--- src/rtl/roll_sweep_pkg.sv ---
// Shared types and width helpers for the row-serial roll removal sweep engine.
package roll_sweep_pkg;

   typedef enum logic [1:0] {LOAD, ARMED, SWEEP, DONE} state_t;

   localparam int DEFAULT_THRESH = 4;

   function automatic int cnt_w(input int w, input int d);
      return $clog2(w * d + 1);
   endfunction

   function automatic int pass_w(input int w, input int d);
      return $clog2(w * d + 2);
   endfunction

   function automatic int row_cnt_w(input int w);
      return $clog2(w + 1);
   endfunction

endpackage

--- src/rtl/roll_row_eval.sv ---
// Combinational evaluation of one grid row against its pre-pass neighbours:
// produces the surviving row and the number of cells removed from it.
module roll_row_eval import roll_sweep_pkg::*; #(
   parameter int WIDTH  = 16,
   parameter int THRESH = DEFAULT_THRESH,
   localparam int RCW   = row_cnt_w(WIDTH)
) (
   input  logic [WIDTH-1:0] prev_row,
   input  logic [WIDTH-1:0] cur_row,
   input  logic [WIDTH-1:0] next_row,
   output logic [WIDTH-1:0] new_row,
   output logic [RCW-1:0]   row_removed
);

   logic [WIDTH+1:0] p_pad, c_pad, n_pad;
   logic [WIDTH-1:0] removed;

   // zero padding on both sides makes out-of-bounds columns read as empty
   assign p_pad = {1'b0, prev_row, 1'b0};
   assign c_pad = {1'b0, cur_row, 1'b0};
   assign n_pad = {1'b0, next_row, 1'b0};

   for (genvar j = 0; j < WIDTH; j++) begin : g_col
      logic [3:0] nbr;
      assign nbr = 4'(p_pad[j]) + 4'(p_pad[j+1]) + 4'(p_pad[j+2])
                 + 4'(c_pad[j]) + 4'(c_pad[j+2])
                 + 4'(n_pad[j]) + 4'(n_pad[j+1]) + 4'(n_pad[j+2]);
      assign removed[j] = cur_row[j] & (nbr < 4'(THRESH));
   end

   assign new_row = cur_row & ~removed;

   always_comb begin
      row_removed = '0;
      for (int j = 0; j < WIDTH; j++) row_removed += RCW'(removed[j]);
   end

endmodule

--- src/rtl/roll_sweep_engine.sv ---
// Row-serial iterative roll removal engine: streams a grid in, sweeps it one
// row per cycle until stable. Optional pass report ports: ROLL_SWEEP_PASS_REPORT_EN.
//
// state | meaning
// LOAD  | accepting rows 0..DEPTH-1 into the grid
// ARMED | grid loaded, waiting for start
// SWEEP | evaluating/writing back row r of the current pass
// DONE  | results held, readback active, next row starts a reload
module roll_sweep_engine import roll_sweep_pkg::*; #(
   parameter int WIDTH      = 16,
   parameter int DEPTH      = 16,
   parameter int THRESH     = DEFAULT_THRESH,
   parameter int MAX_PASSES = 0,
   localparam int CNT_W     = cnt_w(WIDTH, DEPTH),
   localparam int PASS_W    = pass_w(WIDTH, DEPTH),
   localparam int IW        = $clog2(DEPTH)
) (
   input  logic              clk,
   input  logic              reset_n,
   input  logic              row_valid,
   output logic              row_ready,
   input  logic [WIDTH-1:0]  row_data,
   input  logic              single_pass,
   input  logic              start,
   output logic              busy,
   output logic              done,
   output logic [CNT_W-1:0]  total_removed,
   output logic [PASS_W-1:0] pass_count,
   input  logic [IW-1:0]     rd_row,
   output logic [WIDTH-1:0]  rd_data
`ifdef ROLL_SWEEP_PASS_REPORT_EN
   ,
   output logic              pass_valid,
   output logic [CNT_W-1:0]  pass_removed
`endif
);

   localparam int RCW = row_cnt_w(WIDTH);

   state_t state, state_nxt;

   logic [WIDTH-1:0] grid [DEPTH];
   logic [IW-1:0]    load_idx, r;
   logic [WIDTH-1:0] prev_q, prev_row, cur_row, next_row, new_row;
   logic [RCW-1:0]   row_removed;
   logic [CNT_W-1:0] pass_acc, pass_sum;
   logic             sp_q, accept, last_row, pass_end, stop;
   logic [IW:0]      rd_ext;

   assign row_ready = (state == LOAD) || (state == DONE);
   assign busy      = (state == SWEEP);
   assign done      = (state == DONE);
   assign accept    = row_valid & row_ready;

   // prev_q holds the pre-write-back copy of row r-1, so every decision sees pre-pass state
   assign last_row  = (r == IW'(DEPTH - 1));
   assign prev_row  = (r == '0) ? '0 : prev_q;
   assign cur_row   = grid[r];
   assign next_row  = last_row ? '0 : grid[r + IW'(1)];
   assign pass_end  = (state == SWEEP) && last_row;
   assign pass_sum  = pass_acc + CNT_W'(row_removed);
   assign stop      = (pass_sum == '0) || sp_q ||
                      ((MAX_PASSES != 0) && (int'(pass_count) + 1 == MAX_PASSES));
   assign rd_ext    = {1'b0, rd_row};

   roll_row_eval #(.WIDTH(WIDTH), .THRESH(THRESH)) u_eval (
      .prev_row    (prev_row),
      .cur_row     (cur_row),
      .next_row    (next_row),
      .new_row     (new_row),
      .row_removed (row_removed)
   );

   always_ff @(posedge clk) begin
      if (!reset_n) state <= LOAD;
      else          state <= state_nxt;
   end

   always_comb begin
      state_nxt = state;
      unique case (state)
         LOAD:    if (accept && load_idx == IW'(DEPTH - 1)) state_nxt = ARMED;
         ARMED:   if (start) state_nxt = SWEEP;
         SWEEP:   if (pass_end && stop) state_nxt = DONE;
         DONE:    if (accept) state_nxt = LOAD;
         default: state_nxt = LOAD;
      endcase
   end

   always_ff @(posedge clk) begin
      if (!reset_n) begin
         load_idx      <= '0;
         r             <= '0;
         prev_q        <= '0;
         pass_acc      <= '0;
         sp_q          <= 1'b0;
         total_removed <= '0;
         pass_count    <= '0;
         rd_data       <= '0;
      end else begin
         rd_data <= '0;
         unique case (state)
            LOAD: begin
               if (accept) load_idx <= (load_idx == IW'(DEPTH - 1)) ? '0 : load_idx + IW'(1);
            end
            ARMED: begin
               if (start) begin
                  sp_q     <= single_pass;
                  pass_acc <= '0;
                  r        <= '0;
               end
            end
            SWEEP: begin
               prev_q        <= cur_row;
               total_removed <= total_removed + CNT_W'(row_removed);
               if (last_row) begin
                  pass_count <= pass_count + PASS_W'(1);
                  pass_acc   <= '0;
                  r          <= '0;
               end else begin
                  pass_acc <= pass_sum;
                  r        <= r + IW'(1);
               end
            end
            DONE: begin
               if (rd_ext < (IW+1)'(DEPTH)) rd_data <= grid[rd_row];
               if (accept) begin
                  total_removed <= '0;
                  pass_count    <= '0;
                  load_idx      <= IW'(1);
               end
            end
            default: ;
         endcase
      end
   end

   // grid storage has no reset; a reset edge simply suppresses the write
   always_ff @(posedge clk) begin
      if (reset_n) begin
         if (state == SWEEP)  grid[r] <= new_row;
         else if (accept)     grid[(state == DONE) ? '0 : load_idx] <= row_data;
      end
   end

`ifdef ROLL_SWEEP_PASS_REPORT_EN
   always_ff @(posedge clk) begin
      if (!reset_n) begin
         pass_valid   <= 1'b0;
         pass_removed <= '0;
      end else begin
         pass_valid <= pass_end;
         if (pass_end) pass_removed <= pass_sum;
      end
   end
`endif

endmodule
--- config.mk ---
export PLATFORM = sky130hd
export DESIGN_NAME = roll_sweep_engine
export DESIGN_NICKNAME = d
export VERILOG_FILES = /design/src/rtl/roll_sweep_pkg.sv /design/src/rtl/roll_row_eval.sv /design/src/rtl/roll_sweep_engine.sv
export SDC_FILE = /design/constraint.sdc
export NUM_CORES = 1
export LEC_CHECK = 0
export ABC_CLOCK_PERIOD_IN_PS = 8800
export CORE_UTILIZATION = 25
export CTS_CLUSTER_DIAMETER = 80
export DETAILED_ROUTE_END_ITERATION = 12
export GPL_ROUTABILITY_DRIVEN = 1
export PLACE_DENSITY_LB_ADDON = 0.08
export REMOVE_ABC_BUFFERS = 1
export SETUP_SLACK_MARGIN = 0.4
export SLEW_MARGIN = 30
export SYNTH_ARGS = -nofsm -noshare
export SYNTH_HDL_FRONTEND = slang
export SYNTH_HIERARCHICAL = 1
export SYNTH_SLANG_ARGS = --single-unit
--- constraint.sdc ---
create_clock -name clk -period 8.8 [get_ports clk]
set_clock_uncertainty 0.2 [all_clocks]
set_input_delay 2.64 -clock clk [delete_from_list [all_inputs] [get_ports clk]]
set_output_delay 2.64 -clock clk [all_outputs]
set_load 0.01 [all_outputs]
==> results by group, run 1 <==
Power
  • PD cells: 170.9 nW/µm²
  • Final Power: 4.257 mW
  • Worst vdd ir: 125.2 µV
  • P_leak: 8.725 nW

STA
  • Slew HR: 36.52%
  • Max Slew Vio Count: 0
  • Worst hold margin: 283.7 ps
  • Final setup violation count: 0
  • Slew @ Worst Pin: 952.3 ps
  • Fin crit share: 96.93%
  • Tmin final: 8529 ps
  • FMAX: 0.1172 GHz
  • RSZ-0062 raised after global routing: true
  • Post-route setup TNS: 0 ps
  • Final Hold Fails: 0

Job
  • Max cap viols: 0

Critical path
  • Crit path DAT: 8830 ps
  • Most used cell, CP: fa_1
  • Worst setup EP type: flip-flop
  • Crit path launch type: flip-flop
  • Critical Path RT: 9100 ps
  • Largest stage delay on the critical path: 610 ps
  • CP Max Fanout: 5
  • Critical path's slowest cell: mux4_4
  • WS Path Type: flip-flop to flip-flop

Global routing
  • Pin count of the biggest net entering global routing: 56
  • First-pass GRT wire length: 100.0 mm
  • Total global routing overflow: 0
  • Vias in the first global route: 13346
  • Gr usage total: 17.39%
  • Initial antenna violation count: 0

Drt
  • Via count: 12718
  • DR pass1 iterations: 5
  • Via density: 4.882
  • # DRC: 0
  • First DRT Iteration DRCs: 921
  • DR WL/cell: 26.75 µm
  • Drt total wl: 69.68 mm
  • DRT antenna net count: 0

Yosys
  • Count of cell types in the netlist: 54
  • Number of enable flip-flop cells after synthesis: 256
  • Top post-synthesis cells by area: edfxtp_1 39%, mux4_2 22%, dfxtp_1 7.5%
  • Dominant cell type by area after synthesis: edfxtp_1
  • Top FF cell, synth: edfxtp_1
  • Post-Syn Instances: 1311
  • Synthesis-stage register bit count: 330
  • Top-count cell post-synth: edfxtp_1
  • Fraction of registers with async set or reset after synthesis: 0%
  • Top cells by count, synth: 256 x edfxtp_1, 193 x mux4_2, 95 x inv_1
  • Seq/Total Area, Yosys: 46.21%
  • Synth Cell Area: 19840 µm²
  • Warnings, synthesis: 6
  • Synthesized area per cell: 15.14 µm²
  • Synth top area share: 38.74%

Place
  • Port bufs: 61
  • Routability Congestion: 0.7524
  • Dpl cells: 2498
  • Detailed placement HPWL: 43.70 mm

Floorplan
  • Die area: 80500 µm²
  • Die H: 283.7 µm
  • Row cnt: 102
  • Die Wd: 283.7 µm
  • Boundary Pins: 62
  • Starting density of the core: 25.45%
  • Core box area: 77980 µm²

Hold path
  • Tightest Hold Check Type: flip-flop to flip-flop

Layout
  • # fillers: 7672
  • Antenna Cells: 0
  • Nets: 1666
  • Final core utilization: 31.94%
  • Fraction of layout cells with a size suffix above 1: 35.59%
  • Area taken by multi-input logic gates: 10230 µm²
  • Area delta synth->final: 25.52%
  • Register area: 9178 µm²
  • Non-Filler Instances: 2605

Clock tree
  • Worst skew pair latency: 600 ps
  • CTS clk-pin slew, worst paths: 60 ps
  • H-tree depth: 2
  • CTS tree: done
  • CTS Buf Count: 46
  • Clk buf depth: 3
  • TritonCTS Sinks: 330
  • Hold buffers post-CTS: 0
  • Clock Root Buffer: clkbuf_16

Run status
  • Outcome: complete, no violations
==> state kept, by name, summed over array words and instances, names as in the netlist, named ones only <==
signal         count
state              2
load_idx           4
sp_q               1
rd_data           16
prev_q            16
r                  4
pass_acc           9
pass_count         9
grid             256
total_removed      9
==> report_power, final <==
group	leakage (nW)	internal [mW]	switching [mW]	total, mW
Sequential	2.95	1.69	0.00453	1.69
Clock	0.776	1.20	0.766	1.96
Combinational	5.00	0.295	0.306	0.600
Total	8.72	3.18	1.08	4.26
==> through the flow <==
stage | setup WS, ps | area [µm²]
floorplan | -3300 | 19370
finish | 270.5 | 24910
global route | -44.26 | 24910
global placement | -181.7 | 22820
detailed placement | -201.5 | 22820
CTS | 222.1 | 24730
==> final timing paths <==
kind	start	to	slack, ps	cells after the start
setup reg to reg	flip-flop	state[1]$_SDFFE_PN0P_	270	30
hold reg to reg	total_removed[8]$_SDFFE_PN0P_	total_removed[8]$_SDFFE_PN0P_	280	2
setup / recovery	flip-flop	state[1]$_SDFFE_PN0P_	270	30
hold / removal	total_removed[8]$_SDFFE_PN0P_	total_removed[8]$_SDFFE_PN0P_	280	2
==> cells in the final DEF (no fill, tap or decap), types with 21 or more instances in the layout <==
cell type        Yosys  routed
a211oi_1            33      30
and3_1              21      21
buf_4               12     173
clkbuf_16            0      48
clkdlybuf4s50_1      0      57
dfxtp_1             74      71
edfxtp_1           256     256
fa_1                57      49
ha_1                57      46
inv_1               95      89
mux2i_1             35      35
mux4_1              30      25
mux4_2             193     198
nand2_1             82      82
nor2b_1             80      80
==> final cells by class <==
| cell class | count | share of cell area (%) |
|---|---|---|
| Multi-Input combinational cell | 800 | 41.08 |
| Sequential cell | 330 | 36.85 |
| Timing Repair Buffer | 254 | 9.037 |
| Tap cell | 1040 | 5.224 |
| Clock buffer | 60 | 5.084 |
| Inverter | 95 | 1.432 |
| Clock inverter | 26 | 1.301 |
==> kinds of logic after synthesis <==
logic type	share of synthesized area [%]
AND/OR/NAND/NOR	7.378
flip-flops	46.21
buffers and inverters	4.193
multiplexers	27.77
XOR/XNOR	0.8386
AO/OA/AOI/OAI	4.269
adder cells (fa/ha/maj)	9.345
==> layer usage <==
metal  routed length (µm)  share of wire [%]  vias to the layer above  GRT usage, %
li1                     -                  -                     5579             -
met1                31120                 45                     6771         23.26
met2                34360                 49                      284         29.30
met3                 2617                3.8                       84         2.637
met4                 1583                2.3                        0         4.446
met5                    0                  0                        -             0
==> worst max-delay path, delay by kind of cell, from the launching register on <==
kind / cells / cell delay, ps
fa+ha+maj: 11 / 4560
flops: 1 / 400
compound gates: 4 / 830
xor+xnor: 1 / 100
mux: 3 / 1340
buf+inv: 9 / 690
simple gates: 2 / 350
==> what timing repair did <==
item | CTS | global route
pin swaps | 38 | 25
resized for setup | 51 | 26
setup buffers | 12 | 8
setup endpoints to repair | 14 | 13
cloned | 1 | 0
No activity file was read; power rests on OpenSTA's default activity.
==> run 2, diff against run 1 <==
--- a/config.mk
+++ b/config.mk
@@ -5,14 +5,16 @@
 export SDC_FILE = /design/constraint.sdc
 export NUM_CORES = 1
 export LEC_CHECK = 0
+export ABC_AREA = 0
 export ABC_CLOCK_PERIOD_IN_PS = 8800
 export CORE_UTILIZATION = 25
 export CTS_CLUSTER_DIAMETER = 80
 export DETAILED_ROUTE_END_ITERATION = 12
+export DONT_BUFFER_PORTS = 1
 export GPL_ROUTABILITY_DRIVEN = 1
 export PLACE_DENSITY_LB_ADDON = 0.08
 export REMOVE_ABC_BUFFERS = 1
-export SETUP_SLACK_MARGIN = 0.4
+export SETUP_SLACK_MARGIN = 0.05
 export SLEW_MARGIN = 30
 export SYNTH_ARGS = -nofsm -noshare
 export SYNTH_HDL_FRONTEND = slang
==> run 2 against run 1 <==
The run now ends with setup timing left; critical endpoint unchanged; highest routed layer unchanged; global-route usage decreased by 0.23 points; design area fell by 3.6%; first-iteration DRC count is 0.22% higher; largest cell class unchanged.
==> results by group, run 2 (synthesized netlist as in run 1, its figures left out) <==
Layout
  • Most frequent cells in the layout: 256 x edfxtp_1, 197 x mux4_2, 163 x buf_4, 87 x inv_1, 81 x nand2_1 (was 256 x edfxtp_1, 198 x mux4_2, 173 x buf_4, 89 x inv_1, 82 x nand2_1)
  • Most common cell after layout, fill and taps aside: edfxtp_1 (unchanged)
  • # fillers: 7697 (was 7672)
  • Non-Filler Instances: 2532 (was 2605)
  • Finished Cell Area: 24010 µm² (was 24910 µm²)
  • Nets: 1592 (was 1666)
  • Top Registers: grid x256, prev_q x16, rd_data x16 (unchanged)
  • Fraction of layout cells with a size suffix above 1: 36.11% (was 35.59%)
  • Max FFs per register: 256 (unchanged)
  • Largest Register: grid (unchanged)
  • Area delta synth->final: 21.00% (was 25.52%)
  • Final core utilization: 30.79% (was 31.94%)

Hold path
  • Tightest Hold Check Type: flip-flop to flip-flop (unchanged)
  • Worst Hold Depth: 2 (unchanged)
  • Hold wc startpoint: sp_q$_SDFFE_PN0P_ (was total_removed[8]$_SDFFE_PN0P_)

STA
  • Worst hold margin: 273.3 ps (was 283.7 ps)
  • Slew @ Worst Pin: 938.1 ps (was 952.3 ps)
  • FMAX: 0.1125 GHz (was 0.1172 GHz)
  • RSZ-0062 raised after global routing: true (unchanged)
  • Slew HR: 37.39% (was 36.52%)
  • Final worst slack: -85.02 ps (was 270.5 ps)
  • Max Slew Vio Count: 0 (unchanged)
  • Final Hold Fails: 0 (unchanged)
  • Fin crit share: 101.0% (was 96.93%)
  • Final setup violation count: 2 (was 0)
  • Post-route setup TNS: -162.4 ps (was 0 ps)
  • Tmin final: 8885 ps (was 8529 ps)

Run status
  • Failing checks: setup timing
  • Outcome: finished, violations left (was complete, no violations)

Floorplan
  • Core box area: 77980 µm² (unchanged)
  • Die area: 80500 µm² (unchanged)
  • Row cnt: 102 (unchanged)
  • Starting density of the core: 25.45% (unchanged)
  • Boundary Pins: 62 (unchanged)
  • Die H: 283.7 µm (unchanged)
  • Die Wd: 283.7 µm (unchanged)

Critical path
  • Worst Setup EP: state[1]$_SDFFE_PN0P_ (unchanged)
  • WS Path Type: flip-flop to flip-flop (unchanged)
  • Crit path DAT: 9180 ps (was 8830 ps)
  • Register-to-Register Path Depth: 30 (unchanged)
  • Critical Path RT: 9100 ps (about the same)
  • Buffer and inverter count on the worst path: 9 (unchanged)
  • Worst setup EP type: flip-flop (unchanged)
  • Most used cell, CP: fa_1 (unchanged)
  • Crit path depth: 30 (unchanged)
  • Critical path's slowest cell: fa_1 (was mux4_4)
  • Largest stage delay on the critical path: 570 ps (was 610 ps)
  • R2R setup slack: -90 ps (was 270 ps)
  • CP delay by family, top: adder cells (unchanged)
  • CP Max Fanout: 4 (was 5)
  • Reg2Reg Capture Point: state[1]$_SDFFE_PN0P_ (unchanged)
  • Crit path launch type: flip-flop (unchanged)

Clock tree
  • Clk buf depth: 3 (unchanged)
  • Worst skew pair latency: 600 ps (about the same)
  • CTS clk-pin slew, worst paths: 60 ps (about the same)
  • H-tree depth: 2 (unchanged)
  • CTS tree: done (unchanged)
  • CTS Buf Count: 46 (unchanged)
  • Hold buffers post-CTS: 0 (unchanged)
  • Clock Root Buffer: clkbuf_16 (unchanged)
  • TritonCTS Sinks: 330 (unchanged)

Place
  • DP Area: 22090 µm² (was 22820 µm²)
  • Port bufs: 0 (was 61)
  • Detailed placement HPWL: 44.38 mm (was 43.70 mm)
  • Dpl cells: 2422 (was 2498)
  • Dpl ws: -371.1 ps (was -201.5 ps)
  • Routability Congestion: 0.7514 (was 0.7524)

Drt
  • Via density: 4.943 (was 4.882)
  • DR pass1 iterations: 5 (unchanged)
  • First DRT Iteration DRCs: 923 (was 921)
  • Via count: 12515 (was 12718)
  • # DRC: 0 (unchanged)
  • DRT antenna net count: 0 (unchanged)
  • Drt total wl: 68.86 mm (was 69.68 mm)
  • DR WL/cell: 27.20 µm (was 26.75 µm)

Power
  • Final Power: 4.031 mW (was 4.257 mW)
  • P_leak: 8.385 nW (was 8.725 nW)
  • Worst vdd ir: 104.1 µV (was 125.2 µV)
  • PD cells: 167.9 nW/µm² (was 170.9 nW/µm²)

Global routing
  • First-pass GRT wire length: 98.95 mm (was 100.0 mm)
  • Total global routing overflow: 0 (unchanged)
  • Pin count of the biggest net entering global routing: 68 (was 56)
  • Initial antenna violation count: 1 (was 0)
  • Gr usage total: 17.15% (was 17.39%)
  • Vias in the first global route: 13408 (was 13346)

Job
  • Max cap viols: 0 (unchanged)
run 2: cell count changes in the layout (fill, tap and decap cells not counted), sizes merged:
cell / delta
clkinv: +7
diode: +2
clkbuf: -6
clkdlybuf4s50: -57
bufinv: -5
inv: +3
buf: -17
run 2: report_power, final:
| group | internal, mW | switching [mW] | leakage [nW] |
|---|---|---|---|
| clock network | 1.02 | 0.760 | 0.722 |
| registers | 1.69 | 0.00464 | 2.95 |
| logic | 0.285 | 0.274 | 4.71 |
| total | 2.99 | 1.04 | 8.38 |
run 2: routing by layer:
metal  share of wire, %  global-route usage, %  up-vias
met3                4.6                  2.886       94
met2                 47                  28.05      324
li1                   -                      -     5418
met1                 45                  23.14     6679
met5                  0                      0        -
met4                2.7                  5.297        0
run 2: final cells by class:
type / instances / area, µm² / area share (%)
Tap cell: 1040 / 1301 / 5.420
Inverter: 95 / 356.6 / 1.485
Timing Repair Buffer: 180 / 1505 / 6.269
Sequential cell: 330 / 9179 / 38.23
Antenna cell: 2 / 5.005 / 0.02085
Clock buffer: 54 / 1201 / 5.003
Clock inverter: 31 / 239.0 / 0.9954
Multi-Input combinational cell: 800 / 10220 / 42.58
run 2: what timing repair did:
item / in CTS / in global routing
pin swaps: 28 / 47
resized for setup: 35 / 39
setup endpoints to repair: 9 / 12
endpoints found under the hold margin: 0 / 0
setup buffers: 19 / 8
gates cloned: 1 / 0
run 2: worst min-delay path by stage:
stage	to	slack, ps
2_1_floorplan	sp_q$_SDFFE_PN0P_	240
3_3_place_gp	sp_q$_SDFFE_PN0P_	270
3_5_place_dp	sp_q$_SDFFE_PN0P_	280
4_1_cts	sp_q$_SDFFE_PN0P_	290
5_1_grt	sp_q$_SDFFE_PN0P_	310
6_report	sp_q$_SDFFE_PN0P_	270
run 2: tightest hold or removal path, stage by stage, from the launching register on:
cell	delay, ps
dfxtp_1	310
nand2_1	50
a21boi_0	60
==> variant 1: new RTL, config.mk and constraints of run 1 <==
`WIDTH` is set to 16 in 2 places; all go to 14.
--- a/src/rtl/roll_row_eval.sv
+++ b/src/rtl/roll_row_eval.sv
@@ -1,7 +1,7 @@
 // Combinational evaluation of one grid row against its pre-pass neighbours:
 // produces the surviving row and the number of cells removed from it.
 module roll_row_eval import roll_sweep_pkg::*; #(
-   parameter int WIDTH  = 16,
+   parameter int WIDTH  = 14,
    parameter int THRESH = DEFAULT_THRESH,
    localparam int RCW   = row_cnt_w(WIDTH)
 ) (
--- a/src/rtl/roll_sweep_engine.sv
+++ b/src/rtl/roll_sweep_engine.sv
@@ -7,7 +7,7 @@
 // SWEEP | evaluating/writing back row r of the current pass
 // DONE  | results held, readback active, next row starts a reload
 module roll_sweep_engine import roll_sweep_pkg::*; #(
-   parameter int WIDTH      = 16,
+   parameter int WIDTH      = 14,
    parameter int DEPTH      = 16,
    parameter int THRESH     = DEFAULT_THRESH,
    parameter int MAX_PASSES = 0,
Interface: changed (resized pass_count, rd_data, row_data and total_removed); port bits go from 62 to 56. The function was not compared with the original's and may differ.
==> variant 1 against run 1 <==
  * Sequential cell count down 39
  * Wire length down 15%
  * Setup slack better by 260 ps
  * Clock power shrank 15%
  * Design area down 14%
  * Total power down 16%
  * Maximum frequency increased by 3.1%
  * Synthesized area is 12% lower
  * Die area is 12% lower
  * Largest cell class unchanged
==> variant 1: results (changes against run 1) <==
status:
  status: "finished clean"  # unchanged
setup_path:
  crit_path_max_incr_delay_ps: 590  # was 610 ps
  r2r_cells: 26  # was 30
  reg2reg_to: "state[0]"  # was state[1]
  crit_slowest_cell: "fa_1"  # was mux4_4
synth:
  ys_types: 63  # was 54
  ys_seq_area_share_pct: 46.3  # was 46.2%
  netlist_instances: 1116  # was 1311
  synth_edf_count: 224  # was 256
  synth_common_cells: "edfxtp_1, mux4_2, inv_1"  # unchanged
clock_tree:
  post_cts_resized: 25  # was 51
  cts_max_level: 2  # unchanged
  cts_buffers: 40  # was 46
  clk_latency_ps: 570  # was 600 ps
  cts_setup_buffers: 16  # was 12
layout:
  largestRegisters: "grid (224), prev_q (14), rd_data (14)"  # was grid (256), prev_q (16), rd_data (16)
  stdcell_count: 2209  # was 2605
  final_layout_size_suffix_gt1_share_pct: 33.3  # was 35.6%
  num-nets-final: 1365  # was 1666
global_route:
  grt.total_usage_pct: 17.0  # was 17.4%
  grt_use_met2_pct: 27.5  # was 29.3%
  grtUsageMet1_pct: 23.7  # was 23.3%
  grt.met3_usage_pct: 3.07  # was 2.64%
  antenna_found_initial: 1  # was 0
  grt_pass1_vias: 11500  # was 13300
  grt_max_degree: 60  # was 56
  grt_pass1_wl_um: 85000  # was 100000 um
worst_hold_path:
  whs_path_depth: 2  # unchanged
  worstHoldStart: "pass_acc[0]"  # was total_removed[8]
  min_to: "pass_acc[0]"  # was total_removed[8]
power_and_ir_drop:
  switchingPower_mw: 0.883  # was 1.08 mW
  pg_seq_mw: 1.49  # was 1.69 mW
  p_leak_nw: 7.24  # was 8.72 nW
  peakVddDrop_mv: 0.101  # was 0.125 mV
  clkPwrFrac_pct: 46.3  # was 46.1%
route:
  via_per_inst: 4.92  # was 4.88
  drt_iter0_drc: 710  # was 921
sta:
  hold_slack_ps: 282  # was 284 ps
  worstMarginPinSlew_ps: 1060  # was 952 ps
  setup_slack_ps: 526  # was 271 ps
placement:
  port_buffers: 55  # was 61
  place_ws_ps: 24.6  # was -201 ps
  gp_routability_congestion: 0.742  # was 0.752
  hpwl_um: 39000  # was 43700 um
  place_area_um2: 19700  # was 22800 um2
  dp.cells: 2107  # was 2498
[variant 1: cell types whose count changed in the layout (fill, tap and decap cells not counted), moves of 14 or more]
cell	before	now
inv_1	89	73
nand2_1	82	30
mux2_2	0	14
nor2_2	17	1
edfxtp_1	256	224
buf_4	173	76
nor2_4	0	16
nor2b_1	80	62
mux4_2	198	181
[variant 1: final cells by class]
class,count,area (um2)
well taps,931,1160
diodes,3,7.51
inverters,75,282
flip-flops and latches,291,8080
multi-input cells,679,9050
repair buffers,156,1600
clock buffers,52,1100
clock inverters,22,233
fillers,6788,47200
[variant 1: kinds of logic after synthesis]
logic type	share of synthesized area, %
DFF	46.3
muxes	28.5
and+or+nand+nor	6.59
buffers and inverters	3.87
AOI/OAI and AO/OA	4.59
adders and majority gates	9.27
xor gates and xnor gates	0.848
[variant 1: per-layer routing]
metal / part of all wire (%) / vias to the layer above
met5: 0 / -
met4: 1.6 / 0
met3: 5.1 / 69
met2: 48 / 298
met1: 46 / 5788
li1: - / 4710
==> variant 2: new RTL, settings of run 1 <==
Made on the original files. The 4 states of `state_t` get a one-hot encoding in 4 bits.
--- a/src/rtl/roll_sweep_pkg.sv
+++ b/src/rtl/roll_sweep_pkg.sv
@@ -1,7 +1,7 @@
 // Shared types and width helpers for the row-serial roll removal sweep engine.
 package roll_sweep_pkg;
 
-   typedef enum logic [1:0] {LOAD, ARMED, SWEEP, DONE} state_t;
+   typedef enum logic [3:0] {LOAD = 4'b0001, ARMED = 4'b0010, SWEEP = 4'b0100, DONE = 4'b1000} state_t;
 
    localparam int DEFAULT_THRESH = 4;
 
Behaviour: same outputs for any inputs over 10 cycles, from zero or initial values and one cycle with reset_n low; not proved beyond that.
==> variant 2 against run 1 <==
  * Sequential cell count increased by 2
  * Setup slack gained 350 ps
  * Maximum frequency rose by 4.3%
  * Non-clock buffer count fell by 34
  * Count of clock-buffer cells in the layout fell by 6
  * Wire length is 0.70% higher
  * Design area shrank 1.0%
  * Total power about the same
  * Synthesized cell count rose by 4.0%
  * Synthesized area fell by 0.11%
  * Highest routed layer unchanged
==> variant 2: results (changes against run 1) <==
power_and_ir_drop:
  pg_seq_mw: 1.71
  p_sw_share_pct: 25.7  # was 25.3%
  p_leak_nw: 8.41  # was 8.72 nW
  comb_power_share_pct: 13.9  # was 14.1%
  peakVddDrop_mv: 0.138  # was 0.125 mV
setup_path:
  critPathMaxFanout: 9  # was 5
  ff2ff_setup_slack_ps: 620  # was 270 ps
  crit_slowest_cell: "fa_1"  # was mux4_4
  r2r_cells: 30  # unchanged
  crit_path_max_incr_delay_ps: 540  # was 610 ps
  crit_arrival_ps: 8440  # was 8830 ps
clock_tree:
  cts_buffers: 44  # was 46
  cts_setup_buffers: 7  # was 12
  post_cts_resized: 23  # was 51
  clk_latency_ps: 580  # was 600 ps
  clk_pin_slew_ps: 60  # about the same
synth:
  synthAdderAreaFrac_pct: 9.10  # was 9.34%
  synth_compound_area_share_pct: 6.59  # was 4.27%
  ys_seq_area_share_pct: 46.5  # was 46.2%
  synth_xor_area_share_pct: 0.663  # was 0.839%
  synthMuxAreaShare_pct: 25.6  # was 27.8%
  synth_area_um2: 19800  # about the same
  synth.top_cells.by_area: "edfxtp_1, mux4_2, dfxtp_1"  # unchanged
  synth_common_cells: "edfxtp_1, mux4_2, inv_1"  # unchanged
  netlist_instances: 1364  # was 1311
layout:
  num-nets-final: 1673  # was 1666
  antenna_cells: 1  # was 0
  final-clk-cell-share_pct: 6.35  # was 6.38%
  sh_seq_area_pct: 37.4  # was 36.8%
  final_layout_size_suffix_gt1_share_pct: 36.0  # was 35.6%
  multi_input_cells: 840  # was 800
  seq_cell_count: 332  # was 330
  multi_input_area_share_pct: 41.2  # was 41.1%
  largestRegisters: "grid (256), prev_q (16), rd_data (16)"  # unchanged
  fill_cells: 7594  # was 7672
  nClkBuffers: 54  # was 60
  register_area_um2: 9220  # was 9180 um2
  non_clock_inverter_count: 100  # was 95
  final-nonclk-buf-share_pct: 8.23  # was 9.04%
  n_all_buffers: 220  # was 254
placement:
  place_area_um2: 22300  # was 22800 um2
  place_ws_ps: -99.8  # was -201 ps
  gp_routability_congestion: 0.790  # was 0.752
  dp.cells: 2489  # was 2498
global_route:
  grt.total_usage_pct: 17.2  # was 17.4%
  grt_pass1_vias: 13500  # was 13300
  antenna_found_initial: 2  # was 0
  grt_max_degree: 68  # was 56
  grt_pass1_wl_um: 99800  # was 100000 um
route:
  drt_iter0_drc: 912  # was 921
  wire_per_inst_um: 26.8  # was 26.7 um
  vias: 13100  # was 12700
  drt-total-wl_um: 70200  # was 69700 um
worst_hold_path:
  worstHoldStart: "prev_q[6]"  # was total_removed[8]
  min_to: "prev_q[6]"  # was total_removed[8]
status:
  status: "finished clean"  # unchanged
==> variant 2: changes by cell type after synthesis, sizes merged, moves of 14 or more <==
cell | run 1 | this run
a21oi | 22 | 45
mux2 | 0 | 16
mux4 | 224 | 208
nor2 | 37 | 53
nor2b | 80 | 66
mux2i | 35 | 20
and3 | 21 | 7
a22oi | 16 | 38
==> variant 2: how the worst max path moves through the flow <==
stage / from / to / slack, ps / cells after the start
detailed placement: r[1] / total_removed[8] / -100 / 30
floorplan: r[0] / state[3] / -3150 / 29
global route: register / state[3] / 380 / 29
global placement: r[1] / state[3] / 50 / 29
finish: r[0] / pass_acc[7] / 620 / 30
CTS: r[0] / state[2] / 400 / 31
==> variant 2: metal layers <==
metal / GRT usage (%) / vias up / wire length (um)
li1: - / 5697 / -
met1: 23.7 / 6923 / 31600
met2: 28.0 / 370 / 33300
met3: 2.90 / 96 / 3480
met4: 4.57 / 0 / 1780
met5: 0 / - / 0
